File: src/rtl/slv_pkg.sv
// Shared types and widths for the slave reset controller.
// SLV_RST_CTRL_TIMEOUT_EN adds the ERROR state to the sequencing enum.
package slv_pkg;

  localparam int CNT_WIDTH_DEF = 16;
  localparam int RST_CNT_WIDTH = 8;

  typedef enum logic [2:0] {
    ST_IDLE    = 3'd0,
    ST_DRAIN   = 3'd1,
    ST_ASSERT  = 3'd2,
    ST_HOLD    = 3'd3,
    ST_RELEASE = 3'd4,
    ST_RECOVER = 3'd5
`ifdef SLV_RST_CTRL_TIMEOUT_EN
    ,
    ST_ERROR   = 3'd6
`endif
  } state_e;

  function automatic logic [RST_CNT_WIDTH-1:0] sat_inc(input logic [RST_CNT_WIDTH-1:0] v);
    return (&v) ? v : v + RST_CNT_WIDTH'(1);
  endfunction

endpackage

File: src/rtl/slv_rst_cnt.sv
// Clearable saturating up-counter with a terminal-value compare, shared by
// the drain, hold and handshake-timeout phases.
module slv_rst_cnt #(
  parameter int Width = 16
) (
  input  logic             clk_i,
  input  logic             rst_ni,
  input  logic             clr_i,
  input  logic             en_i,
  input  logic [Width-1:0] term_val_i,
  output logic             term_o
);

  logic [Width-1:0] cnt_q;

  always_ff @(posedge clk_i or negedge rst_ni) begin
    if (!rst_ni) begin
      cnt_q <= '0;
    end else if (clr_i) begin
      cnt_q <= '0;
    end else if (en_i && !(&cnt_q)) begin
      cnt_q <= cnt_q + Width'(1);
    end
  end

  assign term_o = (cnt_q == term_val_i);

endmodule

File: src/rtl/slv_rst_ctrl.sv
// Slave reset sequencer: isolate, drain, reset handshake, hold, release, recover.
// Define SLV_RST_CTRL_TIMEOUT_EN to add handshake timeouts and the ERROR state.
module slv_rst_ctrl
  import slv_pkg::*;
#(
  parameter int CntWidth      = CNT_WIDTH_DEF,
  parameter int DrainCycles   = 256,
  parameter int HoldCycles    = 8,
  parameter int TimeoutCycles = 1024
) (
  input  logic                     clk_i,
  input  logic                     rst_ni,
  input  logic                     guard_ena_i,
  input  logic                     trigger_i,
  input  logic                     sw_trigger_i,
  input  logic                     idle_i,
  output logic                     isolate_o,
  output logic                     guard_ena_o,
  output logic                     slv_rst_req_o,
  input  logic                     slv_rst_stat_i,
  output logic                     busy_o,
  output logic [RST_CNT_WIDTH-1:0] rst_cnt_o,
  output logic                     err_o,
  input  logic                     err_clr_i
);

  if (DrainCycles < 1 || DrainCycles >= (1 << CntWidth)) begin : g_bad_drain
    $error("DrainCycles must be in 1 .. 2**CntWidth-1");
  end
  if (HoldCycles < 1 || HoldCycles >= (1 << CntWidth)) begin : g_bad_hold
    $error("HoldCycles must be in 1 .. 2**CntWidth-1");
  end
  if (TimeoutCycles < 1 || TimeoutCycles >= (1 << CntWidth)) begin : g_bad_timeout
    $error("TimeoutCycles must be in 1 .. 2**CntWidth-1");
  end

  state_e              state_q, state_d;
  logic                cnt_clr;
  logic                cnt_term;
  logic [CntWidth-1:0] term_val;

  // Handshake valid/ready semantics do not apply here: every input is a level
  // sampled on the clock edge, and a trigger is only honoured while in IDLE.
  always_comb begin
    state_d  = state_q;
    term_val = CntWidth'(TimeoutCycles - 1);
    case (state_q)
      ST_IDLE: begin
        if (trigger_i || sw_trigger_i) state_d = ST_DRAIN;
      end
      ST_DRAIN: begin
        term_val = CntWidth'(DrainCycles - 1);
        if (idle_i || cnt_term) state_d = ST_ASSERT;
      end
      ST_ASSERT: begin
        if (slv_rst_stat_i) state_d = ST_HOLD;
`ifdef SLV_RST_CTRL_TIMEOUT_EN
        else if (cnt_term) state_d = ST_ERROR;
`endif
      end
      ST_HOLD: begin
        term_val = CntWidth'(HoldCycles - 1);
        if (cnt_term) state_d = ST_RELEASE;
      end
      ST_RELEASE: begin
        if (!slv_rst_stat_i) state_d = ST_RECOVER;
`ifdef SLV_RST_CTRL_TIMEOUT_EN
        else if (cnt_term) state_d = ST_ERROR;
`endif
      end
      ST_RECOVER: begin
        state_d = ST_IDLE;
      end
`ifdef SLV_RST_CTRL_TIMEOUT_EN
      ST_ERROR: begin
        if (err_clr_i) state_d = ST_IDLE;
      end
`endif
      default: begin
        state_d = ST_IDLE;
      end
    endcase
  end

  // Every phase change restarts the shared counter so each phase measures its own dwell.
  assign cnt_clr = (state_d != state_q);

  slv_rst_cnt #(
    .Width (CntWidth)
  ) u_cnt (
    .clk_i      (clk_i),
    .rst_ni     (rst_ni),
    .clr_i      (cnt_clr),
    .en_i       (1'b1),
    .term_val_i (term_val),
    .term_o     (cnt_term)
  );

  // Outputs are decoded from the next state so they line up with the state register.
  always_ff @(posedge clk_i or negedge rst_ni) begin
    if (!rst_ni) begin
      state_q       <= ST_IDLE;
      busy_o        <= 1'b0;
      isolate_o     <= 1'b0;
      slv_rst_req_o <= 1'b0;
      guard_ena_o   <= 1'b0;
      rst_cnt_o     <= '0;
`ifdef SLV_RST_CTRL_TIMEOUT_EN
      err_o         <= 1'b0;
`endif
    end else begin
      state_q       <= state_d;
      busy_o        <= (state_d != ST_IDLE);
      isolate_o     <= !(state_d inside {ST_IDLE, ST_RECOVER});
      slv_rst_req_o <= (state_d inside {ST_ASSERT, ST_HOLD});
      guard_ena_o   <= (state_d inside {ST_IDLE, ST_RECOVER}) && guard_ena_i;
      if (state_d == ST_RECOVER) rst_cnt_o <= sat_inc(rst_cnt_o);
`ifdef SLV_RST_CTRL_TIMEOUT_EN
      err_o         <= (state_d == ST_ERROR);
`endif
    end
  end

`ifndef SLV_RST_CTRL_TIMEOUT_EN
  logic unused_err_clr;
  assign unused_err_clr = err_clr_i;
  assign err_o          = 1'b0;
`endif

endmodule

File: config.mk
export PLATFORM = sky130hd
export DESIGN_NAME = slv_rst_ctrl
export DESIGN_NICKNAME = d
export VERILOG_FILES = /design/src/rtl/slv_pkg.sv /design/src/rtl/slv_rst_cnt.sv /design/src/rtl/slv_rst_ctrl.sv
export SDC_FILE = /design/constraint.sdc
export NUM_CORES = 1
export LEC_CHECK = 0
export CELL_PAD_IN_SITES_DETAIL_PLACEMENT = 1
export CELL_PAD_IN_SITES_GLOBAL_PLACEMENT = 1
export CORE_MARGIN = 2
export CORE_UTILIZATION = 43
export CTS_CLUSTER_DIAMETER = 40
export DETAILED_ROUTE_END_ITERATION = 16
export GPL_TIMING_DRIVEN = 1
export PLACE_DENSITY = 0.84
export SYNTH_ARGS = -nofsm -noshare
export SYNTH_HDL_FRONTEND = slang
export SYNTH_HIERARCHICAL = 1
export SYNTH_SLANG_ARGS = --single-unit
export TNS_END_PERCENT = 50
File: constraint.sdc
create_clock -name clk_i -period 3.11 [get_ports clk_i]
set_input_delay 0.4665 -clock clk_i [delete_from_list [all_inputs] [get_ports clk_i]]
set_output_delay 0.4665 -clock clk_i [all_outputs]
set_load 0.1 [all_outputs]
# --- Word-level counts from Yosys, hierarchy flattened ---
# Cells that the tools add are included.
classes:
  n_addsub: 2
  n_eq_ne: 10
  muxes: 9
  bitwise_logic: 1
  n_reduce_logical: 12
ops:
  columns: ["cell", "count"]
  rows:
  - ["$mux W16", 2]
  - ["$pmux W10 S2", 1]
  - ["$add A16 B1 Y16 const B", 1]
  - ["$eq A16 B10 Y1", 1]
  - ["$reduce_and A16 Y1", 1]
  - ["$mux W3", 5]
  - ["$pmux W3 S5", 1]
  - ["$eq A3 B2 Y1 const B", 4]
  - ["$add A8 B1 Y8 const B", 1]
  - ["$reduce_and A8 Y1", 1]
  - ["$eq A3 B3 Y1 const B", 2]
  - ["$logic_not A3 Y1", 2]
  - ["$reduce_bool A2 Y1", 2]
  - ["$eq A3 B1 Y1 const B", 1]
  - ["$ne A3 B3 Y1", 1]
  - ["$reduce_bool A3 Y1", 1]
  - ["$logic_or A1 B1 Y1", 2]
  - ["$ne A2 B2 Y1 const B", 1]
  - ["$reduce_and A2 Y1", 1]
  - ["$logic_and A1 B1 Y1", 1]
  - ["$logic_not A1 Y1", 1]
  - ["$not A1 Y1", 1]
totals:
  register_bits: 31
  output_inout_bits: 13

# --- Depth between registers and ports, before layout ---
logic_depth:
  ltp_word: 9
  ltp_mapped: 12
  ltp_nobuf: 10

# --- By module ---
# The synthesis kept the hierarchy.
by_module_without_submodules:
  columns: ["module", "n_inst", "cells_per_inst", "area_each_um2", "seq_area_each_um2"]
  rows:
  - ["slv_rst_cnt", 1, 122, 1129.8, 400.4]
  - ["slv_rst_ctrl", 1, 74, 774.5, 375.4]

# --- Worst setup path after synthesis ---
# No wires, ideal clock.
synth_timing:
  path_kind: "reg2reg"
  from: "register state_q[0]"
  to: "register u_cnt.cnt_q[4]"
  t_arrival_ns: 2.628
  t_required_ns: 2.974
  setup_slack_ns: 0.346
  path_stages_with_launch: 12
  path_buffers: 2
  path_cell_list: "dfrtp_1 -> nor2b_1 -> nand2_1 -> xnor2_1 -> nand4_1 -> nor4_1 -> a21oi_1 -> nand2b_1 -> nand3b_1 -> clkbuf_1 -> clkbuf_1 -> nor3_1"
synth_via:
  elab_chain_len: 8
  elab_cells_between_ends: 17
synth_rtl:
  columns: ["element", "line", "source"]
  rows:
  - ["from (decl)", "slv_rst_ctrl.sv:37", "state_e state_q, state_d;"]
  - ["from (signal assigned)", "slv_rst_ctrl.sv:112", "state_q <= state_d;"]
  - ["$eq A3 B2 Y1 or $eq A3 B1 Y1 (tied branches)", "slv_rst_ctrl.sv:47", "case (state_q)"]
  - ["$pmux W10 S2 (*)", "slv_rst_ctrl.sv:47", null]
  - ["net term_val[3]", "slv_rst_ctrl.sv:40", "logic [CntWidth-1:0] term_val;"]
  - ["$eq A16 B10 Y1 (*)", "slv_rst_cnt.sv:26", "assign term_o = (cnt_q == term_val_i);"]
  - ["net cnt_term", "slv_rst_ctrl.sv:39", "logic cnt_term;"]
  - ["$logic_or A1 B1 Y1", "slv_rst_ctrl.sv:53", "if (idle_i || cnt_term) state_d = ST_ASSERT;"]
  - ["$mux W3", "slv_rst_ctrl.sv:53", null]
  - ["$pmux W3 S5 (*)", "slv_rst_ctrl.sv:47", null]
  - ["$ne A3 B3 Y1 (*)", "slv_rst_ctrl.sv:86", "assign cnt_clr = (state_d != state_q);"]
  - ["net cnt_clr", "slv_rst_ctrl.sv:38", "logic cnt_clr;"]
  - ["$ne A2 B2 Y1 (no line) or $mux W16 (tied branches)", null, null]
  - ["to (signal assigned)", "slv_rst_cnt.sv:22", "cnt_q <= cnt_q + Width'(1);"]
  - ["to (decl)", "slv_rst_cnt.sv:14", "logic [Width-1:0] cnt_q;"]
# Mark *: on every way through the listed nets, which the timed path passes. The rest lies on a longest branch.
# A chain may end at the register's enable or synchronous reset.

# --- Final worst setup path ---
layout_timing:
  from: "register state_q[2]"
  to: "register u_cnt.cnt_q[15]"
# The elaborated chain is that of the path after synthesis.

==> flow_summary.yaml <==
outcome:
  outcome: "complete, no violations"
setup_path:
  setup.worst_path.end_class: "register"
  critical-path-max-stage-delay_ns: 0.38
  arrival_ns: 2.85
  critical_path.max_fanout: 18
  cp_data_required_time_ns: 3.27
  crit_chain: "nor2b_1, nand2_1, xnor2_1, nand4_1, nor4_1, buf_4, a21oi_1, nand2b_1, nand3b_1, buf_4, nor2_1, mux2_2"
  timing_worst_setup_path_type: "reg -> reg"
  critical_path.top_delay_family: "simple AND/OR/NAND/NOR gates"
  critPathBufInv: 2
  cpMostUsedCell: "sky130_fd_sc_hd__buf_4"
  slowest_stage: "sky130_fd_sc_hd__dfrtp_1"
  critical_path.startpoint_type: "register"
power_and_ir_drop:
  vdd_ir_drop_max_mv: 0.259
  power_leakage_nw: 0.945
  p_per_cell_area_mw_per_mm2: 448
sta:
  rsz0062_at_grt: "false"
  worst_slew_margin_rel_pct: 35.9
  worst-slew-pin-transition_ns: 0.959
  final-setup-viol-count: 0
  fmax_ghz: 0.373
  hold_slack_ns: 0.484
  setup_total_negative_slack_ns: 0
  hold_viol: 0
  final_period_minus_worst_setup_slack_ns: 2.68
  timing_max_transition_violations_final: 0
  layout_worst_path_cycle_share_pct: 86.2
  fin_worst_skew_ns: 0.00583
synth:
  synth_sequential_area_ratio_pct: 40.7
  synth_area_per_cell_sq_um: 9.72
  synth_cell_type_count: 48
  post_synth_edffs: 0
  syn-instance-count: 196
  async_flop_share_pct: 100
  yosysWarnings: 6
  yosys_most_used_dff: "sky130_fd_sc_hd__dfrtp_1"
  ys_seq_elements: 31
  syn-cell-area_sq_mm: 0.00190
clocking:
  cts.path.max_buffers: 2
  clockRootBuffer: "sky130_fd_sc_hd__clkbuf_8"
  total_of_cells_resized_after_clock_tree_synthesis: 0
  clkSinkCount: 31
  cts_made_buffers: 5
  worst_skew_pair.late_latency_ns: 0.28
  cts_post_setup_buffers_inserted: 0
  clkSlewWorstSetupHoldPaths_ns: 0.07
  ctsHoldBuffers: 0
  cts_max_level: 2
  tritoncts_clock_tree: "done"
floorplanning:
  floorplan.io_pins: 21
  coreArea_sq_mm: 0.00432
  fp.dieH_um: 70.6
  initial_core_util_pct: 44.0
  fp.dieW_um: 70.6
  die_area_sq_mm: 0.00498
  rows: 24
routing:
  drt_first_pass_iters: 4
  wl_per_cell_um: 15.2
  ant_nets: 0
  drt_wl_total_mm: 4.34
  detailedRoute.firstIterationViolations: 43
  detail_route.drc_violations: 0
  vias: 1593
  vias_per_instance: 5.59
placed_design:
  placement.io_buffers: 18
  dp_hpwl_mm: 3.17
  gpl.final_weighted_congestion: 0.804
worst_hold_path:
  hold_class: "reg -> reg"
global_routing:
  grt_max_degree: 32
  global_route.usage.total_pct: 19.2
  grt_residual_overflow: 0
  grt_pass1_wl_mm: 7.60
  first_global_vias: 1636
  antenna_found_initial: 0
final_layout:
  area.sequential_sq_um: 776
  area_used_by_multi_input_combinational_logic_sq_mm: 0.00110
  fin_nets: 243
  num_antenna_cells: 0
  final_layout_size_suffix_gt1_share_pct: 17.2
  final_cell_mix: "sky130_fd_sc_hd__dfrtp_1, sky130_fd_sc_hd__xnor2_1, sky130_fd_sc_hd__buf_4"
  final_common_cell: "sky130_fd_sc_hd__dfrtp_1"
  fill_cells: 511
  area_growth_pct: 18.7
run:
  max_cap_violations: 0
-- worst reg2reg max path, delay by kind of cell, from the launching register on --
kind	cells	cell delay [ns]
compound gates	1	0.06
xor+xnor	1	0.24
buf+inv	2	0.41
flops	1	0.38
mux	1	0.26
simple gates	7	1.23
-- registers in the layout, indices dropped and copies added, names as in the netlist --
name           count
u_cnt/cnt_q       16
rst_cnt_o          8
state_q            3
busy_o             1
guard_ena_o        1
isolate_o          1
slv_rst_req_o      1
-- stage by stage --
step	instance area (sq um)	setup WS (ns)	std cells	power (mW)	util [%]
6_report	2260	0.429	285	1.01	52.3
3_5_place_dp	2170	0.436	278	0.700	50.2
2_1_floorplan	1950	0.346	209	0.635	-
3_3_place_gp	2170	0.517	278	0.688	50.2
4_1_cts	2260	0.392	285	1.03	52.3
5_1_grt	2260	0.119	285	1.07	52.3
-- layout make-up --
cell class                 count  area share, %
clock buffer                   6           3.65
clock inverter                 1          0.221
inverter                       7           1.16
multi-input combinational    163           48.6
sequential                    31           34.3
tap                           52           2.88
timing repair buffer          25           9.19
-- report_power, final --
group | internal, mW | leakage, nW | total (mW) | switching, mW
logic | 0.0973 | 0.501 | 0.211 | 0.114
registers | 0.436 | 0.397 | 0.481 | 0.0450
clock network | 0.173 | 0.0470 | 0.319 | 0.146
-- synthesized netlist by cell type, types with 2 or more instances --
cell / n / area [sq um]
sky130_fd_sc_hd__dfrtp_1: 31 / 776
sky130_fd_sc_hd__xnor2_1: 17 / 149
sky130_fd_sc_hd__a21oi_1: 15 / 75.1
sky130_fd_sc_hd__nor2_1: 12 / 45.0
sky130_fd_sc_hd__nand2_1: 10 / 37.5
sky130_fd_sc_hd__nand4_1: 9 / 56.3
sky130_fd_sc_hd__inv_1: 7 / 26.3
sky130_fd_sc_hd__nor2b_1: 7 / 43.8
sky130_fd_sc_hd__nor4_1: 7 / 43.8
sky130_fd_sc_hd__o31ai_1: 7 / 52.6
sky130_fd_sc_hd__mux2_2: 6 / 67.6
sky130_fd_sc_hd__nor3_1: 6 / 30.0
sky130_fd_sc_hd__or4_1: 5 / 37.5
sky130_fd_sc_hd__nand3_1: 4 / 20.0
sky130_fd_sc_hd__o21ai_0: 4 / 20.0
sky130_fd_sc_hd__or3_1: 4 / 25.0
sky130_fd_sc_hd__clkbuf_1: 3 / 11.3
sky130_fd_sc_hd__nand3b_1: 3 / 22.5
sky130_fd_sc_hd__a21o_1: 2 / 15.0
sky130_fd_sc_hd__buf_4: 2 / 15.0
sky130_fd_sc_hd__buf_6: 2 / 22.5
sky130_fd_sc_hd__conb_1: 2 / 7.51
sky130_fd_sc_hd__ha_1: 2 / 25.0
sky130_fd_sc_hd__nand2b_1: 2 / 12.5
sky130_fd_sc_hd__nor4b_1: 2 / 17.5
sky130_fd_sc_hd__o21ba_2: 2 / 20.0
sky130_fd_sc_hd__xor2_1: 2 / 17.5
-- layer usage --
layer | track usage (%) | part of all wire, %
met1 | 22.8 | 44
met2 | 34.4 | 52
met3 | 4.84 | 3.1
met4 | 5.66 | 1.3
met5 | 0 | 0
-- logic make-up (layout without fill, tap and decap cells) --
family          count (synthesis)  in the layout  synth area share [%]
simple gates                   83             83                  27.7
compound gates                 36             36                  12.2
flops                          31             31                  40.7
xor+xnor                       19             19                  8.74
buf+inv                        15             39                  4.20
mux                             8              8                  4.66
fa+ha+maj                       2              2                  1.31
other cells                     2             15                 0.394
-- worst paths after layout --
check	startpoint	end	slack, ns	depth (start not counted)
min in group asynchronous	rst_ni	state_q[1]$_DFF_PN0_	0.58	2
max in group asynchronous	rst_ni	u_cnt/cnt_q[8]$_DFFE_PN0P_	2.23	2
worst min register to register	rst_cnt_o[5]$_DFFE_PN0P_	rst_cnt_o[5]$_DFFE_PN0P_	0.48	1
worst max-delay path	state_q[2]$_DFF_PN0_	u_cnt/cnt_q[15]$_DFFE_PN0P_	0.43	12
worst min-delay path	rst_cnt_o[5]$_DFFE_PN0P_	rst_cnt_o[5]$_DFFE_PN0P_	0.48	1
worst max register to register	state_q[2]$_DFF_PN0_	u_cnt/cnt_q[15]$_DFFE_PN0P_	0.43	12
Note: power is estimated with default switching activity, not from simulation.
